`config.mk`:
```
export PLATFORM = sky130hd
export DESIGN_NAME = pipe_hazard_ctrl
export DESIGN_NICKNAME = d
export VERILOG_FILES = /design/src/rtl/pipe_hazard_ctrl.sv
export SDC_FILE = /design/constraint.sdc
export NUM_CORES = 1
export LEC_CHECK = 0
export ABC_AREA = 1
export ABC_CLOCK_PERIOD_IN_PS = 2800
export CORE_ASPECT_RATIO = 0.6
export CORE_MARGIN = 2
export CORE_UTILIZATION = 51
export DETAILED_ROUTE_END_ITERATION = 12
export GPL_TIMING_DRIVEN = 0
export PLACE_DENSITY = 0.81
export SLEW_MARGIN = 20
export SYNTH_ARGS = -nofsm -noshare
export SYNTH_HDL_FRONTEND = slang
export SYNTH_SLANG_ARGS = --single-unit
```
`constraint.sdc`:
```
create_clock -name clk_i -period 2.8 [get_ports clk_i]
set_clock_uncertainty 0.15 [all_clocks]
set_input_delay 0.84 -clock clk_i [delete_from_list [all_inputs] [get_ports clk_i]]
set_output_delay 0.84 -clock clk_i [all_outputs]
set_load 0.05 [all_outputs]
```
`src/rtl/pipe_hazard_ctrl.sv`:
```
// Hazard detection, forwarding select and EX/MEM/WB stage tracking for the 5-stage RV32 pipeline.
// Optional feature: define PIPE_FORWARD_EN to enable EX operand forwarding (load-use-only stalls).
module pipe_hazard_ctrl #(
   parameter int RADDR_W = 5,
   parameter int CNT_W   = 16
) (
   input  logic               clk_i,
   input  logic               rst_n_i,
   input  logic               start_i,
   input  logic               id_valid_i,
   input  logic [RADDR_W-1:0] id_rs1_i,
   input  logic [RADDR_W-1:0] id_rs2_i,
   input  logic               id_use_rs1_i,
   input  logic               id_use_rs2_i,
   input  logic [RADDR_W-1:0] id_rd_i,
   input  logic               id_regwrite_i,
   input  logic               id_memread_i,
   input  logic               ex_taken_i,
   output logic               pc_write_o,
   output logic               ifid_write_o,
   output logic               ifid_flush_o,
   output logic               idex_bubble_o,
   output logic [1:0]         fwd_a_o,
   output logic [1:0]         fwd_b_o,
   output logic [RADDR_W-1:0] wb_rd_o,
   output logic               wb_regwrite_o,
   output logic [CNT_W-1:0]   stall_cnt_o
);

   logic               ex_valid, ex_regwrite, ex_memread;
   logic [RADDR_W-1:0] ex_rs1, ex_rs2, ex_rd;
   logic               mem_valid, mem_regwrite, mem_memread;
   logic [RADDR_W-1:0] mem_rd;
   logic               wb_valid, wb_regwrite;
   logic [RADDR_W-1:0] wb_rd;
   logic [CNT_W-1:0]   stall_cnt;
   logic               hz, stall;

   // x0 is hard-wired zero, so a write to it never creates a dependency.
   function automatic logic writes(input logic v, input logic rw,
                                   input logic [RADDR_W-1:0] rd,
                                   input logic [RADDR_W-1:0] r);
      return v & rw & (rd == r) & (r != '0);
   endfunction

`ifdef PIPE_FORWARD_EN
   // Youngest producer wins; a load in MEM has no data yet, so it cannot forward.
   function automatic logic [1:0] fwd_sel(input logic [RADDR_W-1:0] r);
      if (writes(mem_valid, mem_regwrite, mem_rd, r) && !mem_memread)
         return 2'b10;
      else if (writes(wb_valid, wb_regwrite, wb_rd, r))
         return 2'b01;
      else
         return 2'b00;
   endfunction

   assign hz = id_valid_i & ex_memread &
               ((id_use_rs1_i & writes(ex_valid, ex_regwrite, ex_rd, id_rs1_i)) |
                (id_use_rs2_i & writes(ex_valid, ex_regwrite, ex_rd, id_rs2_i)));
   assign fwd_a_o = fwd_sel(ex_rs1);
   assign fwd_b_o = fwd_sel(ex_rs2);
`else
   logic unused_fwd_fields;

   assign hz = id_valid_i &
               ((id_use_rs1_i & (writes(ex_valid, ex_regwrite, ex_rd, id_rs1_i) |
                                 writes(mem_valid, mem_regwrite, mem_rd, id_rs1_i))) |
                (id_use_rs2_i & (writes(ex_valid, ex_regwrite, ex_rd, id_rs2_i) |
                                 writes(mem_valid, mem_regwrite, mem_rd, id_rs2_i))));
   assign fwd_a_o = 2'b00;
   assign fwd_b_o = 2'b00;
   assign unused_fwd_fields = &{1'b0, ex_rs1, ex_rs2, mem_memread};
`endif

   // A taken branch squashes the stalled instruction anyway, so flush wins over stall.
   assign stall         = hz & ~ex_taken_i;
   assign pc_write_o    = start_i & ~stall;
   assign ifid_write_o  = start_i & ~stall;
   assign ifid_flush_o  = ex_taken_i;
   assign idex_bubble_o = stall | ex_taken_i;
   assign wb_rd_o       = wb_rd;
   assign wb_regwrite_o = wb_valid & wb_regwrite;
   assign stall_cnt_o   = stall_cnt;

   always_ff @(posedge clk_i or negedge rst_n_i) begin
      if (!rst_n_i) begin
         ex_valid     <= 1'b0;
         ex_rs1       <= '0;
         ex_rs2       <= '0;
         ex_rd        <= '0;
         ex_regwrite  <= 1'b0;
         ex_memread   <= 1'b0;
         mem_valid    <= 1'b0;
         mem_rd       <= '0;
         mem_regwrite <= 1'b0;
         mem_memread  <= 1'b0;
         wb_valid     <= 1'b0;
         wb_rd        <= '0;
         wb_regwrite  <= 1'b0;
         stall_cnt    <= '0;
      end else if (start_i) begin
         // ID -> EX, with the whole record zeroed when a bubble is inserted
         if (idex_bubble_o) begin
            ex_valid    <= 1'b0;
            ex_rs1      <= '0;
            ex_rs2      <= '0;
            ex_rd       <= '0;
            ex_regwrite <= 1'b0;
            ex_memread  <= 1'b0;
         end else begin
            ex_valid    <= id_valid_i;
            ex_rs1      <= id_rs1_i;
            ex_rs2      <= id_rs2_i;
            ex_rd       <= id_rd_i;
            ex_regwrite <= id_regwrite_i;
            ex_memread  <= id_memread_i;
         end
         // EX -> MEM
         mem_valid    <= ex_valid;
         mem_rd       <= ex_rd;
         mem_regwrite <= ex_regwrite;
         mem_memread  <= ex_memread;
         // MEM -> WB
         wb_valid     <= mem_valid;
         wb_rd        <= mem_rd;
         wb_regwrite  <= mem_regwrite;
         if (stall && (stall_cnt != '1))
            stall_cnt <= stall_cnt + CNT_W'(1);
      end
   end

endmodule

```
---- Word level (Yosys, flattened, before mapping) ----
Index checks and enable logic that the tools add are counted.
cells by class
  eq/ne operators ......................... 5
  muxes and demuxes ....................... 3
  add/sub/neg operators ................... 1
  bitwise logic cells ..................... 22
  reductions and logical operators ........ 4
operators with widths
  cell                   count
  $eq 5x5->1             4
  $add 16x1->16 const B  1
  $and 1x1->1            16
  $ne 16x16->1 const B   1
  $reduce_bool 5->1      2
  $mux 5                 1
  $or 1x1->1             4
  $mux 1                 2
  $not 1->1              2
  $reduce_and 2->1       1
  $logic_and 1x1->1      1
word-level totals
  flip-flop bits (word level) ............. 37
  output and inout bits ................... 30
  input port bits ......................... 24
  logic and storage cells ................. 45

---- Longest topological paths before layout ----
Gate-level depths: netlist (run 1).
  depth after elaboration ................. 10
  depth in mapped cells ................... 13
  depth with buffers taken out ............ 12

---- Worst setup path after synthesis (run 1) ----
OpenSTA, ideal clock, no wires.
  path type ............................... input port to output port
  start ................................... in id_rs1_i[3]
  end ..................................... out pc_write_o
  arrival ................................. 2.048 ns
  data required time ...................... 1.810 ns
  path buffers ............................ 1
  path slack .............................. -0.238 ns
  stages on the path ...................... 10
  cell sequence ........................... inv_1 > nand4_1 > o21ai_0 > inv_1 > nand2_2 > nand2_4 > nand3_4 > nand2_1 > inv_1 > buf_4
between the ends
  word-level cells in the longest chain between the ends .. 10
  elaborated cells between the ends (all ways) .. 14
  those cells by class .................... eq/ne (2); bitwise (11); reduce/logical (1)
RTL lines
  element                   line  RTL
  start, declared           11    input logic [RADDR_W-1:0] id_rs1_i,
  $eq 5x5->1                43    return v & rw & (rd == r) & (r != '0);
  $and 1x1->1 (2 in a row)  43
  $or 1x1->1 *              66    ((id_use_rs1_i & (writes(ex_valid, ex_regwrite, ex_rd, id_rs1_i) |
  $and 1x1->1 *             66
  $or 1x1->1 *              67    writes(mem_valid, mem_regwrite, mem_rd, id_rs1_i))) |
  $and 1x1->1 *             65    assign hz = id_valid_i &
  $and 1x1->1 *             76    assign stall = hz & ~ex_taken_i;
  $not 1->1 *               -
  $and 1x1->1 *             -
  end, declared             19    output logic pc_write_o,
Every way passes the cells marked *; elsewhere a longest branch is shown, timed or not.

---- Worst setup path after layout (run 1) ----
  start ................................... in id_rs1_i[3]
  end ..................................... out pc_write_o
between the ends
  word-level cells in the longest chain between the ends .. 10
  elaborated cells between the ends (all ways) .. 14
  those cells by class .................... eq/ne (2); bitwise (11); reduce/logical (1)
RTL lines
  element                   line  RTL
  $eq 5x5->1                43
  $and 1x1->1 (2 in a row)  43
  $or 1x1->1 *              66
  $and 1x1->1 *             66
  $or 1x1->1 *              67
  $and 1x1->1 *             65
  $and 1x1->1 *             76
  $not 1->1 *               77    assign pc_write_o = start_i & ~stall;
  $and 1x1->1 *             77
Marks and branches as above.

==> metrics.txt, run 1 <==
initial antenna violation count 0; Post-synth EDFFs 0; leading register cell type out of synthesis dfrtp_1; Slew Limit Fails 0; Yosys cell types 29; core region area 4590 sq um; remaining antenna violation count 0; layout cells sized above 1 0.300; largest net degree at the start of global routing 21; WS Path Type input pin to primary output; fmax 326 MHz; reg-to-reg endpoint stall_cnt_o[3]; metal1 wirelength 3170 microns; syn avg cell area 7.17 sq um; Final Hold Viols 0; WL per Instance 13.5 microns; final setup fails 3; via density per instance 5.06; root buf cell clkbuf_8; Worst Path Required 1.81 ns; CP max FO 3; Setup TNS -0.620 ns; Final Net Count 425; Post-synth top cells 120 x nand2_1, 45 x inv_1, 37 x dfrtp_1; Starting DRT DRC Count 158; I/O pin total 54; met3 WL post-DR 270 microns; most frequent cell after synthesis nand2_1; FP Rows 19; leakage 1.68 nW; Vias 2,344; period utilisation layout 1.10; synth top area cells dfrtp_1 38%, nand2_1 19%, inv_1 7.0%, o21bai_1 4.9%, nand3_2 4.5%; CTS sink count 37; Reg2Reg Launch Point ex_rd[3]; die area 5350 sq um; CTS clk-pin slew, worst paths 0.07 ns; Die H 57.5 microns; post-synthesis async set-or-reset flop share 1.00; max cap viols 0; source of the worst hold timing path wb_rd_o[0]; final worst slack -0.269 ns; later-pin clock latency in the skew report 0.29 ns; startpoint types input pin; met2 WL 2750 microns; ANT cells 0; Hold Path Sink wb_rd_o[0]; Routability Congestion 0.910; unrepaired setup endpoints after global routing true; Peak VDD IR 0.294 mV; Port Buffers 47; Hold WC Path Type flip-flop to flip-flop; post-DP HPWL 4750 microns; sequential-to-total area share from yosys stat 0.381; Routed WL 6250 microns; H-tree depth 2; measured slew at the worst slew-check pin 0.571 ns; TritonCTS clock tree done; 1st-pass router iterations 4; CP arrival 2.08 ns; Power Density 387 nW/um^2; status complete, but fails checks; TritonCTS Buffers 5; most area-hungry cell type in the Yosys netlist dfrtp_1; GR Overflow Total 0; hold path depth 2; DIE WIDTH 93.1 microns; area of the multi-input gates 1310 sq um; Residual DRC 0; Register-to-Register Setup Slack 0.70 ns; Area Growth Syn to Fin 35.7%; Slew headroom 0.619; Cells after Synth 339; violated checks setup timing; final critical-path required period 3.07 ns; # fillers 372; register area 926 sq um; Ys Warns 0; synthesized area 2430 sq um; Seq cells post-synth 37; FF-to-FF path depth 14; CTS Buffer Depth 2; vias in the first global route 2,093; global-route wire length before repair 10,100 microns; pre-CTS setup slack -1.45 ns; initial core utilization 0.530; Setup crit end kind primary output; GR Util All Layers 0.244; Yosys top cell area share 0.381; max layer used met4
cell type report:
cell class	instances	share of cell area
sequential	37	0.281
tap	63	0.0239
buffer	14	0.0338
timing repair buffer	51	0.165
multi-input combinational	232	0.396
clock buffer	7	0.0262
inverter	59	0.0744
per-layer routing:
| metal | track usage | up-vias |
|---|---|---|
| li1 | - | 1165 |
| met1 | 0.385 | 1108 |
| met2 | 0.348 | 64 |
| met3 | 0.0476 | 7 |
| met4 | 0.0504 | 0 |
| met5 | 0 | - |
cells by family after synthesis:
group           after synthesis  synth area share
simple gates                187             0.370
buf+inv                      73             0.135
flops                        37             0.381
compound gates               36            0.0927
xor+xnor                      4            0.0144
fa+ha+maj                     1           0.00515
other cells                   1           0.00154
registers in the layout, indices dropped and copies added (netlist names):
signal	flops
stall_cnt_o	16
ex_rd	5
mem_rd	5
wb_rd_o	5
ex_regwrite	1
ex_valid	1
mem_regwrite	1
mem_valid	1
wb_regwrite	1
wb_valid	1
critical path, stage by stage:
cell	delay, ns
buf_8	0.09
inv_6	0.04
nand2_2	0.05
nand2_2	0.05
nor2_2	0.12
nand3_1	0.08
nand2_1	0.09
nand2_2	0.07
nand2_4	0.09
nand3_4	0.09
nand2_4	0.10
clkinvlp_4	0.10
buf_8	0.12
buf_8	0.14
where the power goes:
part	total, W	switching [W]	internal (W)
logic	0.000303	0.000190	0.000113
clock network	0.000381	0.000186	0.000195
registers	0.000591	0.0000272	0.000564
worst max path at each step:
stage,from,to,slack [ns],cells past startpoint
detailed placement,id_rs1_i[4],idex_bubble_o,-1.45,12
global route,id_rs2_i[3],pc_write_o,-0.34,13
global placement,id_rs1_i[4],idex_bubble_o,-1.42,12
finish,id_rs1_i[3],pc_write_o,-0.27,14
floorplan,id_rs2_i[4],pc_write_o,-0.18,11
CTS,id_rs1_i[4],pc_write_o,-0.26,14
placed cells by master, fill, tap and decap left out, drive strengths merged:
| cell type | count |
|---|---|
| nand4 | 5 |
| xor2 | 4 |
| clkdlybuf4s15 | 1 |
| o21ai | 16 |
| o21bai | 16 |
| clkinvlp | 1 |
| inv | 58 |
| nand3 | 26 |
| buf | 29 |
| dfrtp | 37 |
| conb | 4 |
| clkbuf | 10 |
| o22ai | 4 |
| dlygate4sd2 | 2 |
| nand2 | 123 |
| ha | 1 |
| clkdlybuf4s50 | 30 |
| nor4 | 1 |
| nor2 | 26 |
| nor3 | 6 |
per-stage QoR:
stage               instance area, sq um  utilization  cells  hold slack [ns]  power, W
floorplan                           2470            -    342            0.292  0.000758
global route                        3300        0.719    463            0.357   0.00133
CTS                                 3170        0.691    462            0.337   0.00126
detailed placement                  3040        0.663    453            0.319  0.000869
global placement                    3020        0.659    452            0.308  0.000857
finish                              3300        0.719    463            0.333   0.00128
repair_timing:
item,CTS,global route
pin swaps,20,29
setup buffers,2,1
hold buffers,0,0
setup endpoints to repair,4,3
gates resized for setup,92,39
Note: power is estimated with default switching activity, not from simulation.
==> run 2, diff against run 1 <==
Settings changed: ABC_AREA 1 to unset, CORE_UTILIZATION 51 to 47, CTS_CLUSTER_DIAMETER set to 120, PLACE_DENSITY 0.81 to 0.79, SETUP_SLACK_MARGIN set to 0.5.
==> run 2 against run 1 <==
The flow still finishes with violations (setup timing). Synthesized cell count decreased by 51%. Sequential cell count stayed put. Sequential power is 2% higher. Total power is 5.2% lower. Critical path depth fell by 5. Register-to-register slack lost 0.25 ns. Cell area decreased by 17%. Worst hold slack lost 0.12 ns. Cell count shrank 39%. Clock-buffer cell count down 1. Die area shrank 13%.
==> metrics.txt, run 2 <==
period utilisation layout 1.20 (+0.103); synthesized area 1920 sq um (-21%); Final Net Count 259 (-39%); later-pin clock latency in the skew report 0.28 ns (about the same); violated checks setup timing; sequential-to-total area share from yosys stat 0.481 (+0.100); initial antenna violation count 0 (unchanged); max incr delay on CP 0.33 ns (+0.19 ns); layout cells sized above 1 0.340 (+0.0404); ANT cells 0 (unchanged); Yosys top cell area share 0.481 (+0.100); FP Rows 17 (-2); core region area 3790 sq um (-17%); Post-synth top cells 37 x dfrtp_1, 20 x xor2_1, 15 x xnor2_1; TritonCTS clock tree done; WL per Instance 17.9 microns (+32%); Seq cells post-synth 37 (unchanged); Final Hold Viols 0 (unchanged); post-synthesis async set-or-reset flop share 1.00 (unchanged); CTS sink count 37 (unchanged); via density per instance 5.56 (+9.8%); Vias 1,568 (-33%); GR Overflow Total 0 (unchanged); final setup fails 3 (unchanged); CP arrival 2.37 ns (+0.29 ns); met2 Track Usage GR 0.385 (+0.0368); CTS clk-pin slew, worst paths 0.06 ns (about the same); measured slew at the worst slew-check pin 0.643 ns (+0.0718 ns); Starting DRT DRC Count 132 (-16%); commonest non-fill, non-tap cells in the layout 37 x dfrtp_1, 19 x xor2_1, 17 x dlygate4sd2_1, 14 x xnor2_1, 14 x mux2_2; final worst slack -0.557 ns (-0.289 ns); remaining antenna violation count 0 (unchanged); leakage 1.35 nW (-20%); Final Util 0.724 (+0.00554); unrepaired setup endpoints after global routing true; DIE WIDTH 86.6 microns (-7.0%); slowest stage cell, crit path nor4_1; 1st-pass router iterations 4 (unchanged); initial core utilization 0.508 (-0.0213); max reg flops 16 (unchanged); syn avg cell area 11.6 sq um (+62%); Peak VDD IR 0.325 mV (+10%); status complete, but fails checks; root buf cell clkbuf_8; startpoint types input pin; area of the multi-input gates 1040 sq um (-20%); final critical-path required period 3.36 ns (+0.289 ns); GRT met3 Usage 0.0475 (about the same); global-route wire length before repair 8060 microns (-20%); die area 4640 sq um (-13%); Die H 53.6 microns (-6.8%); Hold WC Path Type input pin to asynchronous set/reset pin; CTS Buffer Depth 2 (unchanged); Yosys cell types 34 (+17%); Cells after Synth 166 (-51%); leading register cell type out of synthesis dfrtp_1; vias in the first global route 1,622 (-23%); Top Usage Layer GRT met2; register area 926 sq um (unchanged); Worst Path Required 1.81 ns (about the same); Slew headroom 0.571 (-0.0479); post-DP HPWL 3340 microns (-30%); CP max FO 3 (unchanged); most frequent cell after synthesis dfrtp_1; H-tree depth 2 (unchanged); fmax 298 MHz (-8.6%); most common cell after layout, fill and taps aside dfrtp_1; Area Growth Syn to Fin 42.5%; met1 Usage GRT 0.320 (-0.0657); Post-synth EDFFs 0 (unchanged); critical path, cell by cell buf_2, xor2_1, nor4_1, a22oi_1, o22ai_4, nand2_4, o21a_4, buf_6, buf_8; Power Density 441 nW/um^2 (+14%); largest net degree at the start of global routing 35 (+67%); TritonCTS Buffers 5 (unchanged); GR Util All Layers 0.237 (-0.00720); Setup crit end kind primary output; Routability Congestion 0.874 (-3.9%); Port Buffers 47 (unchanged); Power Total 0.00121 W (-5.2%); synth top area cells dfrtp_1 48%, xor2_1 9.1%, mux2_2 8.2%, xnor2_1 6.8%, a32o_1 3.1%; max cap viols 0 (unchanged); WS Path Type input pin to primary output; Slew Limit Fails 0 (unchanged); most area-hungry cell type in the Yosys netlist dfrtp_1; Ys Warns 0 (unchanged); Routed WL 5040 microns (-19%); # fillers 268 (-28%); I/O pin total 54 (unchanged); Residual DRC 0 (unchanged)
-- run 2: changes by cell type after synthesis, moves of 6 or more --
cell,before,now
a32o_1,0,6
and3_1,0,7
inv_1,45,1
inv_2,13,1
mux2_2,0,14
nand2_1,120,5
nand3_2,11,0
nor2_1,21,7
o21ai_0,15,0
o21bai_1,16,0
xnor2_1,0,15
xor2_1,4,20
-- run 2: cell type report --
type / instances / share of cell area
inverters: 2 / 0.00274
clock inverters: 2 / 0.00365
clock buffers: 6 / 0.0265
plain buffers: 11 / 0.0292
multi-input cells: 119 / 0.379
flip-flops and latches: 37 / 0.338
repair buffers: 58 / 0.200
well taps: 47 / 0.0214
-- run 2: final timing paths --
check,slack [ns],endpoint,depth (start not counted),from
setup / recovery,-0.56,pc_write_o,9,id_rs1_i[1]
hold / removal,0.21,wb_rd_o[2],1,rst_n_i
max in group asynchronous,1.91,ex_valid,2,rst_n_i
setup reg to reg,0.45,stall_cnt_o[15],10,mem_rd[3]
hold reg to reg,0.34,stall_cnt_o[6],1,stall_cnt_o[6]
min in group clk_i,0.34,stall_cnt_o[6],1,stall_cnt_o[6]
-- run 2: routing by layer --
metal | share of wire | wire [microns] | up-vias
met2 | 0.47 | 2390 | 66
li1 | - | - | 722
met3 | 0.056 | 283 | 13
met1 | 0.45 | 2270 | 767
met4 | 0.019 | 96 | 0
met5 | 0 | 0 | -
-- run 2: cells by family (layout without fill, tap and decap cells) --
family / after synthesis / count (layout) / synth area share
DFF: 37 / 37 / 0.481
other: 1 / 4 / 0.00195
muxes: 15 / 15 / 0.0878
and+or+nand+nor: 50 / 50 / 0.146
adders and majority gates: 1 / 1 / 0.00650
xor gates and xnor gates: 35 / 35 / 0.159
AOI/OAI and AO/OA: 14 / 14 / 0.0741
buffers and inverters: 13 / 79 / 0.0436
-- run 2: worst max-delay path: cells and delay by family --
kind | cells | cell delay, ns
AO/OA/AOI/OAI | 3 | 0.56
buffers and inverters | 3 | 0.38
XOR/XNOR | 1 | 0.16
AND/OR/NAND/NOR | 2 | 0.42
-- run 2: report_power, final --
part / total (W) / internal (W) / switching (W)
sequential: 0.000603 / 0.000569 / 0.0000340
combinational: 0.000255 / 0.000108 / 0.000147
clock: 0.000350 / 0.000172 / 0.000178
-- run 2: what timing repair did --
item,4_1_cts,5_1_grt
pin swaps,14,10
setup endpoints to repair,49,30
cloned,1,0
gates resized for setup,116,13
hold buffers,0,0
buffers inserted,6,3
-- run 2: per-stage QoR --
| stage | instances | hold slack [ns] | setup TNS, ns | setup WS (ns) | instance area [sq um] |
|---|---|---|---|---|---|
| detailed placement | 264 | 0.331 | -10.62 | -1.75 | 2520 |
| global placement | 263 | 0.331 | -11.55 | -1.75 | 2500 |
| finish | 282 | 0.214 | -1.45 | -0.557 | 2740 |
| global route | 282 | 0.207 | -1.53 | -0.586 | 2740 |
| floorplan | 169 | 0.322 | -0.824 | -0.431 | 1970 |
| CTS | 279 | 0.207 | -1.38 | -0.516 | 2690 |
==> run 3, diff against run 2 <==
Settings changed: CORE_MARGIN 2 to 5.
==> run 3 against run 2 <==
The run still ends with setup timing left. Worst setup slack lost 0.012 ns. Clock-buffer cell count grew 1. Sequential cell count is the same. Sequential share of layout area shrank 0.66 points. Cell count grew 1.1%. Non-clock buffer count is the same. First-iteration DRC count shrank 39%. Total power grew 5.8%. Critical path type unchanged. Highest routed layer unchanged.
==> metrics.txt, run 3 (same netlist as run 2, synthesis figures left out) <==
status complete, but fails checks; violated checks setup timing; Slew headroom 0.591 (+0.0194); most numerous cell on the critical path buf_8; TritonCTS Buffers 5 (unchanged); CTS clk-pin slew, worst paths 0.07 ns (about the same); initial antenna violation count 0 (unchanged); CTS sink count 37 (unchanged); WS Path Type input pin to primary output; post-DP HPWL 3330 microns (-0.50%); Worst Path Required 1.81 ns (about the same); Comb power frac 0.204 (-0.007); Switching Share 0.293 (-0.00398); remaining antenna violation count 0 (unchanged); sw power 0.000375 W (+4.4%); CP arrival 2.38 ns (about the same); sequential share of power 0.473 (-0.026); max incr delay on CP 0.35 ns (+0.02 ns); most common cell after layout, fill and taps aside dfrtp_1; commonest non-fill, non-tap cells in the layout 37 x dfrtp_1, 15 x xor2_1, 15 x xnor2_1, 14 x mux2_2, 14 x dlygate4sd2_1; fin cells 285 (+1.1%); CTS Buffer Depth 2 (unchanged); Routed WL 4830 microns (-4.2%); Area Growth Syn to Fin 45.4%; Slew Limit Fails 0 (unchanged); GR Overflow Total 0 (unchanged); Power Total 0.00128 W (+5.8%); CP max FO 3 (unchanged); Routability Congestion 0.827 (-5.4%); Vias 1,529 (-2.5%); leakage 1.33 nW (-1.4%); Register-to-Register Setup Slack 0.38 ns (-0.07 ns); later-pin clock latency in the skew report 0.30 ns (+0.02 ns); pre-CTS setup slack -1.80 ns (-0.0475 ns); GR Util All Layers 0.196 (-0.0405); root buf cell clkbuf_8; Final Util 0.694 (-0.0304); vias in the first global route 1,558 (-3.9%); fmax 297 MHz (-0.36%); unrepaired setup endpoints after global routing true; slowest stage cell, crit path nor4_2; Residual DRC 0 (unchanged); Setup crit end kind primary output; initial core utilization 0.477 (-0.0309); ANT cells 0 (unchanged); Starting DRT DRC Count 81 (-39%); placed insts 267 (+1.1%); Die H 59.6 microns (+11%); final setup fails 3 (unchanged); Worst path top cell family by delay compound AO/OA/AOI/OAI gates; DIE WIDTH 92.6 microns (+6.9%); largest net degree at the start of global routing 32 (-8.6%); 1st-pass router iterations 4 (unchanged); measured slew at the worst slew-check pin 0.614 ns (-0.0291 ns); cts hold-fix bufs 0 (unchanged); WL per Instance 16.9 microns (-5.2%); max cap viols 0 (unchanged); Worst Path Buf+Inv 3 (unchanged); core region area 4030 sq um (+6.5%); Hold WC Path Type input pin to asynchronous set/reset pin; via density per instance 5.36 (-3.5%); layout cells sized above 1 0.353 (+0.0128); final critical-path required period 3.37 ns (+0.0120 ns); Int Pwr 0.000903 W (+6.4%); period utilisation layout 1.20 (+0.00429); Clk pwr share 0.323 (+0.033); Peak VDD IR 0.403 mV (+24%); final worst slack -0.569 ns (-0.0120 ns); die area 5520 sq um (+19%); I/O pin total 54 (unchanged); global-route wire length before repair 8080 microns (+0.25%); startpoint types input pin; max reg flops 16 (unchanged); Port Buffers 47 (unchanged); TritonCTS clock tree done; critical path, cell by cell buf_8, xor2_2, nor4_2, a22oi_2, o22ai_4, nand2_4, o21a_4, buf_6, buf_8; Final Hold Viols 0 (unchanged); H-tree depth 2 (unchanged); Power Density 457 nW/um^2 (+3.7%); FP Rows 18 (+1); Final Net Count 259 (unchanged)
run 3: changes by cell type in the layout (fill, tap and decap cells not counted), sizes merged:
cell	delta
buf	-1
dlygate4sd2	-3
clkinv	-1
clkbuf	+3
clkdlybuf4s15	+2
run 3: stage by stage:
stage / TNS, ns / hold slack (ns) / instance area, sq um
global placement: -13.93 / 0.332 / 2500
global route: -1.77 / 0.212 / 2800
CTS: -1.49 / 0.216 / 2730
finish: -1.62 / 0.219 / 2800
floorplan: -0.824 / 0.322 / 1970
detailed placement: -12.04 / 0.343 / 2520
run 3: per-layer routing:
layer | vias up | global-route usage | share of wire
met5 | - | 0 | 0
met4 | 0 | 0.0571 | 0.011
met3 | 6 | 0.0673 | 0.077
met2 | 56 | 0.275 | 0.45
met1 | 750 | 0.287 | 0.46
li1 | 717 | - | -
run 3: repair_timing:
action / CTS / global route
cloned: 1 / 0
gates resized for setup: 109 / 24
pin swaps: 11 / 11
buffers inserted: 6 / 3
endpoints found under the setup margin: 49 / 34
run 3: cell type report:
cell class                      count  area [sq um]
Clock buffer                        7          96.3
Sequential cell                    37           926
Fill cell                         287          1230
Timing Repair Buffer               58           578
Buffer                             11          80.1
Clock inverter                      1          5.00
Tap cell                           50          62.6
Multi-Input combinational cell    119          1040
Inverter                            2          7.51
run 3: path summary, 6_finish.rpt:
kind,start,to,cells past startpoint
worst max-delay path,id_rs2_i[3],pc_write_o,9
worst min-delay path,rst_n_i,wb_rd_o[3],1
worst max register to register,mem_rd[3],ex_rd[3],10
worst min register to register,stall_cnt_o[6],stall_cnt_o[6],1
max in group asynchronous,rst_n_i,stall_cnt_o[10],2
min in group clk_i,stall_cnt_o[6],stall_cnt_o[6],1
run 3: power by group through the flow:
stage / clock [W] / combinational, W / sequential, W
floorplan: 0 / 0.000114 / 0.000642
global placement: 0 / 0.000243 / 0.000611
detailed placement: 0 / 0.000248 / 0.000612
CTS: 0.000421 / 0.000254 / 0.000602
global route: 0.000444 / 0.000277 / 0.000610
finish: 0.000413 / 0.000261 / 0.000605
